<file path="src/rtl/sseg_pkg.sv">
// Shared constants and helpers for the seven-segment scan multiplexer.
package sseg_pkg;

  localparam logic [7:0] SEG_BLANK = 8'hFF;
  localparam logic       AN_OFF    = 1'b1;

  // Active-low glyphs, bit 7 = DP, bits 6:0 = g..a.
  localparam logic [7:0] FONT [16] = '{
    8'hC0, 8'hF9, 8'hA4, 8'hB0, 8'h99, 8'h92, 8'h82, 8'hF8,
    8'h80, 8'h90, 8'h88, 8'h83, 8'hC6, 8'hA1, 8'h86, 8'h8E
  };

  // Anode on-time in prescaler ticks; 64-bit math so large dividers cannot overflow.
  function automatic logic [63:0] on_time(input logic [63:0] bright,
                                          input logic [63:0] refresh_div,
                                          input logic [63:0] duty_w);
    return ((bright + 64'd1) * refresh_div) >> duty_w;
  endfunction

endpackage

</file>
<file path="src/rtl/sseg_hex_decoder.sv">
// Combinational hex nibble + decimal point to active-low segment pattern.
module sseg_hex_decoder
  import sseg_pkg::*;
(
  input  logic [3:0] nibble_i,
  input  logic       dp_i,
  output logic [7:0] seg_o
);

  always_comb begin
    seg_o = FONT[nibble_i];
    if (dp_i) begin
      seg_o[7] = 1'b0;
    end
  end

endmodule

</file>
<file path="src/rtl/sseg_scan_mux.sv">
// Time-multiplexed common-anode seven-segment driver with blanking, DP and PWM brightness.
// Define SSEG_LZ_SUPPRESS_EN to enable leading-zero suppression.
module sseg_scan_mux
  import sseg_pkg::*;
#(
  parameter int unsigned NUM_DIGITS  = 4,
  parameter int unsigned REFRESH_DIV = 25000,
  parameter int unsigned DUTY_W      = 4
) (
  input  logic                    clk,
  input  logic                    rst,
  input  logic [4*NUM_DIGITS-1:0] digits,
  input  logic [NUM_DIGITS-1:0]   dp,
  input  logic [NUM_DIGITS-1:0]   blank,
  input  logic [DUTY_W-1:0]       brightness,
  output logic [7:0]              SSEG_CA,
  output logic [NUM_DIGITS-1:0]   SSEG_AN,
  output logic                    frame_start
);

  localparam int unsigned PW = (REFRESH_DIV > 1) ? $clog2(REFRESH_DIV) : 1;
  localparam int unsigned SW = $clog2(NUM_DIGITS);
  localparam logic [PW-1:0] PRESC_LAST = PW'(REFRESH_DIV - 1);
  localparam logic [SW-1:0] SLOT_LAST  = SW'(NUM_DIGITS - 1);

  logic [PW-1:0]         presc_q, presc_d;
  logic [SW-1:0]         slot_q, slot_d;
  logic [3:0]            nib_q, nib_d;
  logic                  dp_q, dp_d;
  logic                  blank_q, blank_d;
  logic [DUTY_W-1:0]     bright_q, bright_d;
  logic [7:0]            ca_q, ca_d;
  logic [NUM_DIGITS-1:0] an_q, an_d;
  logic                  fs_q, fs_d;

  logic                  slot_start;
  logic                  blank_eff;
  logic [7:0]            glyph;
  logic [63:0]           on_full;
  logic [PW:0]           on_cnt;

  assign slot_start = (presc_q == '0);

  always_comb begin
    presc_d = presc_q + PW'(1);
    slot_d  = slot_q;
    if (presc_q == PRESC_LAST) begin
      presc_d = '0;
      slot_d  = (slot_q == SLOT_LAST) ? '0 : slot_q + SW'(1);
    end
  end

  // The *_d values double as the slot's effective inputs: live at slot start, held after.
  always_comb begin
    nib_d    = nib_q;
    dp_d     = dp_q;
    blank_d  = blank_q;
    bright_d = bright_q;
    if (slot_start) begin
      nib_d    = '0;
      dp_d     = 1'b0;
      blank_d  = 1'b0;
      bright_d = brightness;
      for (int k = 0; k < NUM_DIGITS; k++) begin
        if (slot_q == SW'(k)) begin
          nib_d   = digits[4*k +: 4];
          dp_d    = dp[k];
          blank_d = blank[k];
        end
      end
    end
  end

`ifdef SSEG_LZ_SUPPRESS_EN
  logic [NUM_DIGITS-1:0] lz_q, lz_d;
  logic                  lz_run;
  logic                  lz_sel;

  // Suppression mask is built once per frame from the slot-0 snapshot.
  always_comb begin
    lz_d   = lz_q;
    lz_run = 1'b1;
    if (slot_start && (slot_q == '0)) begin
      lz_d = '0;
      for (int k = 0; k < NUM_DIGITS - 1; k++) begin
        lz_run  = lz_run & (digits[4*k +: 4] == 4'h0);
        lz_d[k] = lz_run;
      end
    end
  end

  always_comb begin
    lz_sel = 1'b0;
    for (int k = 0; k < NUM_DIGITS; k++) begin
      if (slot_q == SW'(k)) begin
        lz_sel = lz_d[k];
      end
    end
  end

  always_ff @(posedge clk or posedge rst) begin
    if (rst) begin
      lz_q <= '0;
    end else begin
      lz_q <= lz_d;
    end
  end

  assign blank_eff = blank_d | lz_sel;
`else
  assign blank_eff = blank_d;
`endif

  sseg_hex_decoder u_hex_decoder (
    .nibble_i (nib_d),
    .dp_i     (dp_d),
    .seg_o    (glyph)
  );

  assign on_full = on_time({{(64-DUTY_W){1'b0}}, bright_d}, 64'(REFRESH_DIV), 64'(DUTY_W));

  always_comb begin
    on_cnt = on_full[PW:0];
    if (|on_full[63:PW+1]) begin
      on_cnt = '1;
    end
  end

  always_comb begin
    fs_d = slot_start && (slot_q == '0);
    ca_d = SEG_BLANK;
    an_d = {NUM_DIGITS{AN_OFF}};
    if (!blank_eff) begin
      ca_d = glyph;
      if ({1'b0, presc_q} < on_cnt) begin
        for (int k = 0; k < NUM_DIGITS; k++) begin
          if (slot_q == SW'(k)) begin
            an_d[NUM_DIGITS-1-k] = ~AN_OFF;
          end
        end
      end
    end
  end

  always_ff @(posedge clk or posedge rst) begin
    if (rst) begin
      presc_q  <= '0;
      slot_q   <= '0;
      nib_q    <= '0;
      dp_q     <= 1'b0;
      blank_q  <= 1'b0;
      bright_q <= '0;
      ca_q     <= SEG_BLANK;
      an_q     <= {NUM_DIGITS{AN_OFF}};
      fs_q     <= 1'b0;
    end else begin
      presc_q  <= presc_d;
      slot_q   <= slot_d;
      nib_q    <= nib_d;
      dp_q     <= dp_d;
      blank_q  <= blank_d;
      bright_q <= bright_d;
      ca_q     <= ca_d;
      an_q     <= an_d;
      fs_q     <= fs_d;
    end
  end

  assign SSEG_CA     = ca_q;
  assign SSEG_AN     = an_q;
  assign frame_start = fs_q;

endmodule
</file>
<file path="config.mk">
export PLATFORM = sky130hd
export DESIGN_NAME = sseg_scan_mux
export DESIGN_NICKNAME = d
export VERILOG_FILES = /design/src/rtl/sseg_pkg.sv /design/src/rtl/sseg_hex_decoder.sv /design/src/rtl/sseg_scan_mux.sv
export SDC_FILE = /design/constraint.sdc
export NUM_CORES = 1
export LEC_CHECK = 0
export ABC_AREA = 1
export CAP_MARGIN = 30
export CORE_MARGIN = 10
export CORE_UTILIZATION = 50
export CTS_BUF_LIST = sky130_fd_sc_hd__clkbuf_8
export DETAILED_ROUTE_END_ITERATION = 10
export PLACE_DENSITY = 0.69
export SETUP_SLACK_MARGIN = 0.02
export SLEW_MARGIN = 5
export SYNTH_ARGS = -nofsm -noshare
export SYNTH_HDL_FRONTEND = slang
export SYNTH_SLANG_ARGS = --single-unit
</file>
<file path="constraint.sdc">
create_clock -name clk -period 5.1 [get_ports clk]
set_clock_uncertainty 0.2 [all_clocks]
set_input_delay 1.02 -clock clk [delete_from_list [all_inputs] [get_ports clk]]
set_output_delay 1.02 -clock clk [all_outputs]
set_load 0.005 [all_outputs]
</file>
==> results of run 1 <==
-- worst min-delay path by stage --
stage                from    endpoint  slack, ns
2_1_floorplan  presc_q[0]  presc_q[0]       0.27
4_1_cts        presc_q[0]  presc_q[0]       0.30
5_1_grt        presc_q[0]  presc_q[0]       0.37
3_3_place_gp   presc_q[0]  presc_q[0]       0.29
3_5_place_dp   presc_q[0]  presc_q[0]       0.29
6_report       presc_q[0]  presc_q[0]       0.32
-- power by group through the flow --
stage / combinational (mW) / sequential [mW] / clock (mW)
after detailed placement: 0.318 / 0.339 / 0
after floorplan: 0.202 / 0.339 / 0
after global routing: 0.403 / 0.334 / 0.276
after CTS: 0.320 / 0.333 / 0.264
after global placement: 0.310 / 0.338 / 0
final: 0.362 / 0.333 / 0.257
-- per-layer routing --
layer  up-vias  wire length, um
met4         0              167
met3        13              375
li1       1762                -
met2        73             4226
met1      1515             4265
met5         -                0
-- metrics by stage --
| stage | hold WS, ns | utilization [%] |
|---|---|---|
| after global routing | 0.3689 | 64.88 |
| final | 0.3204 | 64.88 |
| after floorplan | 0.2726 | - |
| after CTS | 0.3046 | 62.57 |
| after global placement | 0.2941 | 60.98 |
| after detailed placement | 0.2920 | 61.08 |
-- sequential cells by signal, indices dropped and copies added (netlist names) --
name / count
SSEG_CA: 8
frame_start: 1
blank_q: 1
slot_q: 2
bright_q: 4
dp_q: 1
presc_q: 15
nib_q: 4
SSEG_AN: 4
-- cell type report --
cell class	instances	area [um2]	share of cell area (%)
multi-input cells	380	2504	53.20
flip-flops and latches	40	1016	21.59
repair buffers	74	664.4	14.12
inverters	75	290.3	6.169
well taps	99	123.9	2.632
clock buffers	5	68.82	1.462
clock inverters	3	38.79	0.8242
-- Yosys cell counts --
cell type and number:
a21oi_1 24, a31oi_1 1, buf_2 2, buf_6 3, clkinv_1 1, clkinv_2 1
dfrtp_1 28, dfstp_2 12, fa_1 1, ha_1 57, inv_1 68, inv_2 3
inv_4 1, inv_6 1, nand2_1 114, nand2_2 11, nand2_4 2, nand2_8 2
nand3_1 45, nand3_2 6, nand3_4 1, nand3b_1 3, nand4_1 7, nor2_1 47
nor2_2 9, nor2_4 2, nor2_8 1, nor3_1 8, nor3b_1 1, nor4_2 1
o211ai_1 3, o21a_1 2, o21ai_0 10, o21ai_2 1, o21bai_1 1, or2_0 2
or2_1 1, or2_2 1, xnor2_1 5, xor2_1 11
-- timing repair --
item                       CTS  global route
buffers inserted             0             7
setup endpoints to repair    0             4
gates resized for setup      0            23
hold buffers                 0             0
-- logic make-up after synthesis --
kind of cell,count (synthesis),synth area share [%]
XOR/XNOR,16,3.744
adder cells (fa/ha/maj),58,19.59
flip-flops,40,27.15
buffers and inverters,80,8.927
AO/OA/AOI/OAI,42,6.152
AND/OR/NAND/NOR,264,34.44
==> impl_metrics.yaml, run 1 <==
run_status:
  outcome: "complete, no violations"
route:
  num_vias: 3363
  wl_per_cell_um: 13.36
  drt_iter0_markers: 163
  drt_wl_total_um: 9034
  drc: 0
  vias_per_cell: 4.975
  ant_nets: 0
  dr.pass1.iters: 4
final_layout:
  diodes: 0
  layout_common_cells: "nand2_1 (111), inv_1 (66), ha_1 (50), nand3_1 (45), nor2_1 (44)"
  instances_no_fill: 676
  drive_gt1_share_pct: 19.24
  area_growth_pct: 25.74
  fill_cells: 638
  layout_commonest_cell: "nand2_1"
  fin_nets: 664
  post-route-cell-area_um2: 4706
synth:
  synth_nets: 588
  synth.cell_area_um2: 3742
  synth_largest_area_cell: "ha_1"
  yosys_warnings: 0
  synthTopCellsByArea: "ha_1 (19%), dfrtp_1 (19%), nand2_1 (11%)"
  post-synth-top-area-fraction_pct: 19.06
  ys_types: 40
  ys_seq_area_share_pct: 27.15
  synth_seq_cells: 40
  syn_inst: 500
  syn_avg_cell_area_um2: 7.485
grt:
  grt_pass1_vias: 3110
  grt_use_met3_pct: 2.415
  gr-usage-met1_pct: 20.04
  grt_first_pass_wirelength_um: 14700
  antenna_found_initial: 0
  grt_util_met2_pct: 26.19
  grt_start_max_net_pins: 25
  gr-total-overflow: 0
  track_usage_pct: 15.61
  grt.busiest_layer: "met2"
sta:
  tns_ns: 0
  fmax_ghz: 0.2028
  period_share_pct: 96.66
  finalMaxSlewViolations: 0
  max_slew_margin_pct: 57.25
  worst_slack_ns: 0.1701
  hold_viol: 0
  setup_viol: 0
  worst_slew_pin_slew_ns: 0.6405
  period_needed_ns: 4.930
critical_path:
  cp-end-kind: "flop"
  path_delay_family: "adder cells"
  slowest_delay_ns: 0.46
  timing.rr.start: "presc_q[1]"
  cp-endpoint: "SSEG_AN[0]"
  slowest_stage: "clkdlybuf4s50_1"
  worst-setup-path-type: "input port to flop"
  arrival_ns: 4.96
  cp_common_cell: "ha_1"
  crit_start: "brightness[1]"
  critical_path_peak_fanout: 7
  cp_num_buf_inv: 3
  worst-path-stages: 22
  reg2reg_setup_slack_ns: 0.27
  timing.rr.end: "SSEG_AN[0]"
  start_kind: "input port"
  path_cells: "clkdlybuf4s50_1, nand3_1, nand2_1, buf_4, nand4_1, nand2_2, inv_2, ha_1, ha_1, ha_1, ha_1, a21oi_1, o21ai_1, a21oi_2, nor2_1, nor2_1, xor2_1, ha_1, nand3_1, nor3_1, nand3_1, nand3_1"
  crit_required_ns: 5.13
  r2r.worst_path.cells: 29
floorplanning:
  core_area_um2: 7253
  rows: 31
  die_h_um: 106.5
  chipWidth_um: 106.5
  start_util_pct: 51.60
  dieArea_um2: 11350
  ioPinCount: 43
job:
  maxCapViolations: 0
power:
  ir_drop_mv: 0.09984
  internal_power_mw: 0.6554
  comb_power_share_pct: 38.0
  power_frac_clock_pct: 27.0
  power_mw: 0.9511
  leakagePower_nw: 2.389
  netSwitchingFraction_pct: 31.09
  pwr-share-seq_pct: 35.0
  powerDensity_nw_per_um2: 202.1
  p_sw_mw: 0.2957
cts:
  clk_path_buf_depth: 2
  numCtsBuffers: 5
  htreeDepth: 2
  clkSinkCount: 40
  clk_pin_slew_worst_paths_ns: 0.08
  clock_latency_ns: 0.30
  clockRootBuffer: "clkbuf_8"
  tritoncts: "yes"
placed_design:
  routabilityCongestion: 0.9093
  pre_cts_slack_ns: -0.1770
  placed_area_um2: 4431
  dp_cells: 661
  post-dp-hpwl_um: 7260
  port_buffers: 42
worst_hold_path:
  worstHoldPathType: "flop to flop"
  hold_depth: 1
Note: power is estimated with default switching activity, not from simulation.
==> inputs of run 2 (changes only) <==
SYNTH_HIERARCHICAL = 1   (was default)
==> run 2 against run 1 <==
Against the previous run: core utilization increased by 2.7 points; combinational power up 18%; wire length is 4.1% higher; sequential share of layout area shrank 0.92 points; register-to-register slack better by 0.09 ns; critical path type unchanged; highest routed layer unchanged.
==> impl_metrics.yaml, run 2 <==
run_status:
  outcome: "complete, no violations"
route:
  wl_per_cell_um: 13.81
  ant_nets: 0
  drt_wl_total_um: 9405
  num_vias: 3426
  drt_iter0_markers: 126
  vias_per_cell: 5.031
  drc: 0
  dr.pass1.iters: 4
synth:
  synth.cell_area_um2: 3750
  synth_flop_cell: "dfrtp_1"
  synth_nets: 586
  synth_seq_cells: 40
  ys_seq_area_share_pct: 27.09
  yosysMostFrequentCell: "nand2_1"
  ys_async_sr_fraction_pct: 100.0
  ys_types: 36
  synthTopCellsByArea: "ha_1 (19%), dfrtp_1 (19%), nand2_1 (12%)"
  syn_inst: 497
  yosys_warnings: 6
  syn_avg_cell_area_um2: 7.545
  synth_edf_count: 0
  synth_common_cells: "nand2_1 (123), inv_1 (67), ha_1 (58)"
  synth_largest_area_cell: "ha_1"
  post-synth-top-area-fraction_pct: 19.35
power:
  powerDensity_nw_per_um2: 198.8
  ir_drop_mv: 0.1176
  leakagePower_nw: 2.474
grt:
  grt.busiest_layer: "met2"
  gr-usage-met1_pct: 20.69
  grt_use_met3_pct: 2.934
  grt_start_max_net_pins: 25
  track_usage_pct: 16.65
  grt_util_met2_pct: 28.67
  gr-total-overflow: 0
  antenna_found_initial: 0
  grt_first_pass_wirelength_um: 15790
  grt_pass1_vias: 3421
floorplanning:
  core_area_um2: 7292
  chipWidth_um: 106.6
  start_util_pct: 51.42
  die_h_um: 106.6
  ioPinCount: 43
  rows: 31
  dieArea_um2: 11360
critical_path:
  start_kind: "input port"
  slowest_delay_ns: 0.47
  cp-end-kind: "flop"
  r2r.worst_path.cells: 38
  slowest_stage: "clkdlybuf4s50_1"
  arrival_ns: 4.80
  worst-setup-path-type: "input port to flop"
  cp_common_cell: "nand2_1"
  critical_path_peak_fanout: 6
  crit_required_ns: 5.11
final_layout:
  area_growth_pct: 31.40
  largest_reg_flops: 15
  layout_commonest_cell: "nand2_1"
  instances_no_fill: 681
  layout_common_cells: "nand2_1 (115), inv_1 (64), buf_4 (42), ha_1 (41), clkdlybuf4s50_1 (40)"
  multi_input_area_um2: 2685
  drive_gt1_share_pct: 24.57
  fill_cells: 633
  regArea_um2: 1018
  regMostFlops: "presc_q"
  diodes: 0
  fin_nets: 670
job:
  maxCapViolations: 0
cts:
  hold_buffers: 0
  clkSinkCount: 40
  clk_pin_slew_worst_paths_ns: 0.08
  clock_latency_ns: 0.29
  tritoncts: "yes"
  numCtsBuffers: 5
  clk_path_buf_depth: 2
  clockRootBuffer: "clkbuf_8"
  htreeDepth: 2
sta:
  period_share_pct: 93.77
  max_slew_margin_pct: 40.82
  finalMaxSlewViolations: 0
  hold_viol: 0
  period_needed_ns: 4.782
  hold_slack_ns: 0.2843
  setup_viol: 0
  worst_slew_pin_slew_ns: 0.8867
  rsz0062_at_grt: "false"
  fmax_ghz: 0.2091
placed_design:
  post-dp-hpwl_um: 7602
  dp_cells: 668
  port_buffers: 42
  routabilityCongestion: 0.9426
worst_hold_path:
  hold_depth: 2
  worstHoldPathType: "flop to flop"
[run 2: per-layer routing]
metal,routed length (um),vias up
met5,0,-
met3,334,16
met1,4190,1584
met2,4687,56
li1,-,1770
met4,192,0
[run 2: area by class of cell]
| class | instances | area share [%] |
|---|---|---|
| Tap cell | 99 | 2.514 |
| Clock inverter | 2 | 0.2031 |
| Clock buffer | 6 | 1.676 |
| Inverter | 71 | 5.409 |
| Timing Repair Buffer | 84 | 15.03 |
| Multi-Input combinational cell | 379 | 54.49 |
| Sequential cell | 40 | 20.67 |
[run 2: what timing repair did]
item / CTS / global route
setup buffers: 0 / 5
gates resized for setup: 5 / 46
pin swaps: 0 / 20
setup endpoints to repair: 4 / 4
[run 2: kinds of logic after synthesis]
kind of cell,after synthesis,synth area share (%)
flip-flops,40,27.09
buffers and inverters,78,8.675
AO/OA/AOI/OAI,55,7.942
AND/OR/NAND/NOR,245,31.73
adder cells (fa/ha/maj),59,19.89
XOR/XNOR,20,4.671
[run 2: worst max-delay path, delay by kind of cell]
kind          cells  cell delay [ns]
buf+inv           4             0.70
xor+xnor          2             0.30
fa+ha+maj         5             1.14
simple gates     22             1.63
[run 2: report_power, final]
part	switching, mW	internal [mW]
clock network	0.110	0.108
registers	0.00308	0.330
logic	0.208	0.220
total	0.322	0.658
[run 2: per-stage QoR]
step	setup TNS (ns)	area (um2)	power (mW)	setup WS (ns)	utilization, %
3_5_place_dp	-1.393	4513	0.7082	-0.3499	61.89
6_report	0	4927	0.9797	0.3180	67.57
2_1_floorplan	0	3750	0.5614	0.3292	-
5_1_grt	0	4927	1.059	0.001005	67.57
4_1_cts	0	4618	0.9306	0.05086	63.33
3_3_place_gp	-0.9706	4513	0.6991	-0.2437	61.89
[run 2: path summary, 6_finish.rpt]
kind	from	end	slack, ns
min	dp_q	dp_q	0.28
max	brightness[2]	SSEG_AN[2]	0.32
max reg2reg	presc_q[0]	SSEG_AN[2]	0.36
max in group asynchronous	rst	SSEG_CA[3]	2.87
min in group asynchronous	rst	slot_q[0]	1.01
min reg2reg	dp_q	dp_q	0.28
==> RTL edit, RTL diff (settings of run 1) <==
Change the parameter `REFRESH_DIV` from 25000 to 50000.
--- a/src/rtl/sseg_scan_mux.sv
+++ b/src/rtl/sseg_scan_mux.sv
@@ -6,3 +6,3 @@
   parameter int unsigned NUM_DIGITS  = 4,
-  parameter int unsigned REFRESH_DIV = 25000,
+  parameter int unsigned REFRESH_DIV = 50000,
   parameter int unsigned DUTY_W      = 4
Formal check against the unedited RTL: same outputs for any inputs over 10 cycles, from zero or initial values and one cycle with rst high; that may be too few to reach the edited logic, so the function may still have changed.
==> RTL edit against run 1 <==
- the run now ends with negative setup slack left
- via count is 2.7% higher
- utilization is 10 points higher
- first-iteration DRC count is 19% lower
- cell area is 8.9% higher
- fmax is 3.7% lower
- sequential power is 2% higher
- sequential cell count is 1 higher
- area after synthesis is 5.1% lower
- sequential share of layout area is 1.3 points lower
- total power is 15% higher
- routed wire length is 9.7% higher
- setup slack worse by 190 ps
==> RTL edit: results (changes against run 1) <==
Outcome
  – Status: finished with violations (was finished clean)
  – Failing checks: negative setup slack

Global route
  – First-pass GRT wire length: 15500 microns (was 14700 microns)
  – Largest net degree at the start of global routing: 42 (was 25)
  – Met3 usage: 3.97% (was 2.42%)
  – Vias in the first global route: 3383 (was 3110)
  – Grt met1 use: 18.8% (was 20.0%)

Detailed routing
  – Initial drt markers: 132 (was 163)
  – Wire per inst: 15.1 microns (was 13.4 microns)
  – Routed vias/inst: 5.27 (was 4.97)
  – Final wirelength: 9910 microns (was 9030 microns)
  – WL met2: 5150 microns (was 4230 microns)

Setup path
  – Crit-path max cell delay: 500 ps (was 460 ps)
  – Crit path to: SSEG_AN[3] (was SSEG_AN[0])
  – Top delay family on crit path: buffers and inverters (was adder cells)
  – Critical path fanouts, max: 5 (was 7)
  – Slack of the worst reg-to-reg path: 30 ps (was 270 ps)
  – FF-to-FF Start: presc_q[0] (was presc_q[1])

STA
  – Setup violation total in the final timing report: 4 (was 0)
  – Worst rel slew slack: 37.0% (was 57.2%)
  – Worst setup margin: -21.4 ps (was 170 ps)

Power and ir drop
  – P_leak: 2.44 nW (was 2.39 nW)
  – Max VDD drop: 0.115 mV (was 0.0998 mV)

Cells and area
  – # fillers: 483 (was 638)
  – Max reg flops: 16 (was 15)
  – Fin nets: 649 (was 664)
  – Layout cells sized above 1: 31.4% (was 19.2%)

Synthesis
  – Xor/xnor share of the synthesized area: 4.44% (was 3.74%)
  – Synth top cells by count: 87 x nand2_1, 59 x ha_1, 55 x inv_1 (was 114 x nand2_1, 68 x inv_1, 57 x ha_1)
  – Syn avg cell area: 8.00 sq um (was 7.48 sq um)
  – Synth top area cells: ha_1 21%, dfrtp_1 20%, nand2_1 9.2%, dfstp_2 8.9%, inv_1 5.8% (was ha_1 19%, dfrtp_1 19%, nand2_1 11%, dfstp_2 8.4%, inv_1 6.8%)
  – Sequential area share after synthesis: 29.3% (was 27.1%)

Placement
  – # placed instances: 635 (was 661)
-- RTL edit: cell types whose count changed after synthesis, sizes merged, moves of 3 or more --
cell / before / now
inv: 73 / 60
o21ai: 11 / 26
a21oi: 24 / 32
nor3: 8 / 11
nand3: 52 / 35
nand2: 129 / 94
nor2: 59 / 36
nand3b: 3 / 0
-- RTL edit: cell type report --
| class | instances | share of cell area, % |
|---|---|---|
| clock inverters | 3 | 0.903 |
| well taps | 96 | 2.34 |
| inverters | 60 | 4.69 |
| flip-flops and latches | 41 | 20.3 |
| repair buffers | 114 | 18.7 |
| clock buffers | 5 | 1.34 |
| multi-input cells | 337 | 51.7 |
-- RTL edit: where the power goes --
group	internal [W]	switching, W	leakage, nW
Clock	0.000146	0.000120	0.0543
Sequential	0.000338	0.00000307	0.494
Combinational	0.000253	0.000238	1.89
Total	0.000737	0.000361	2.44
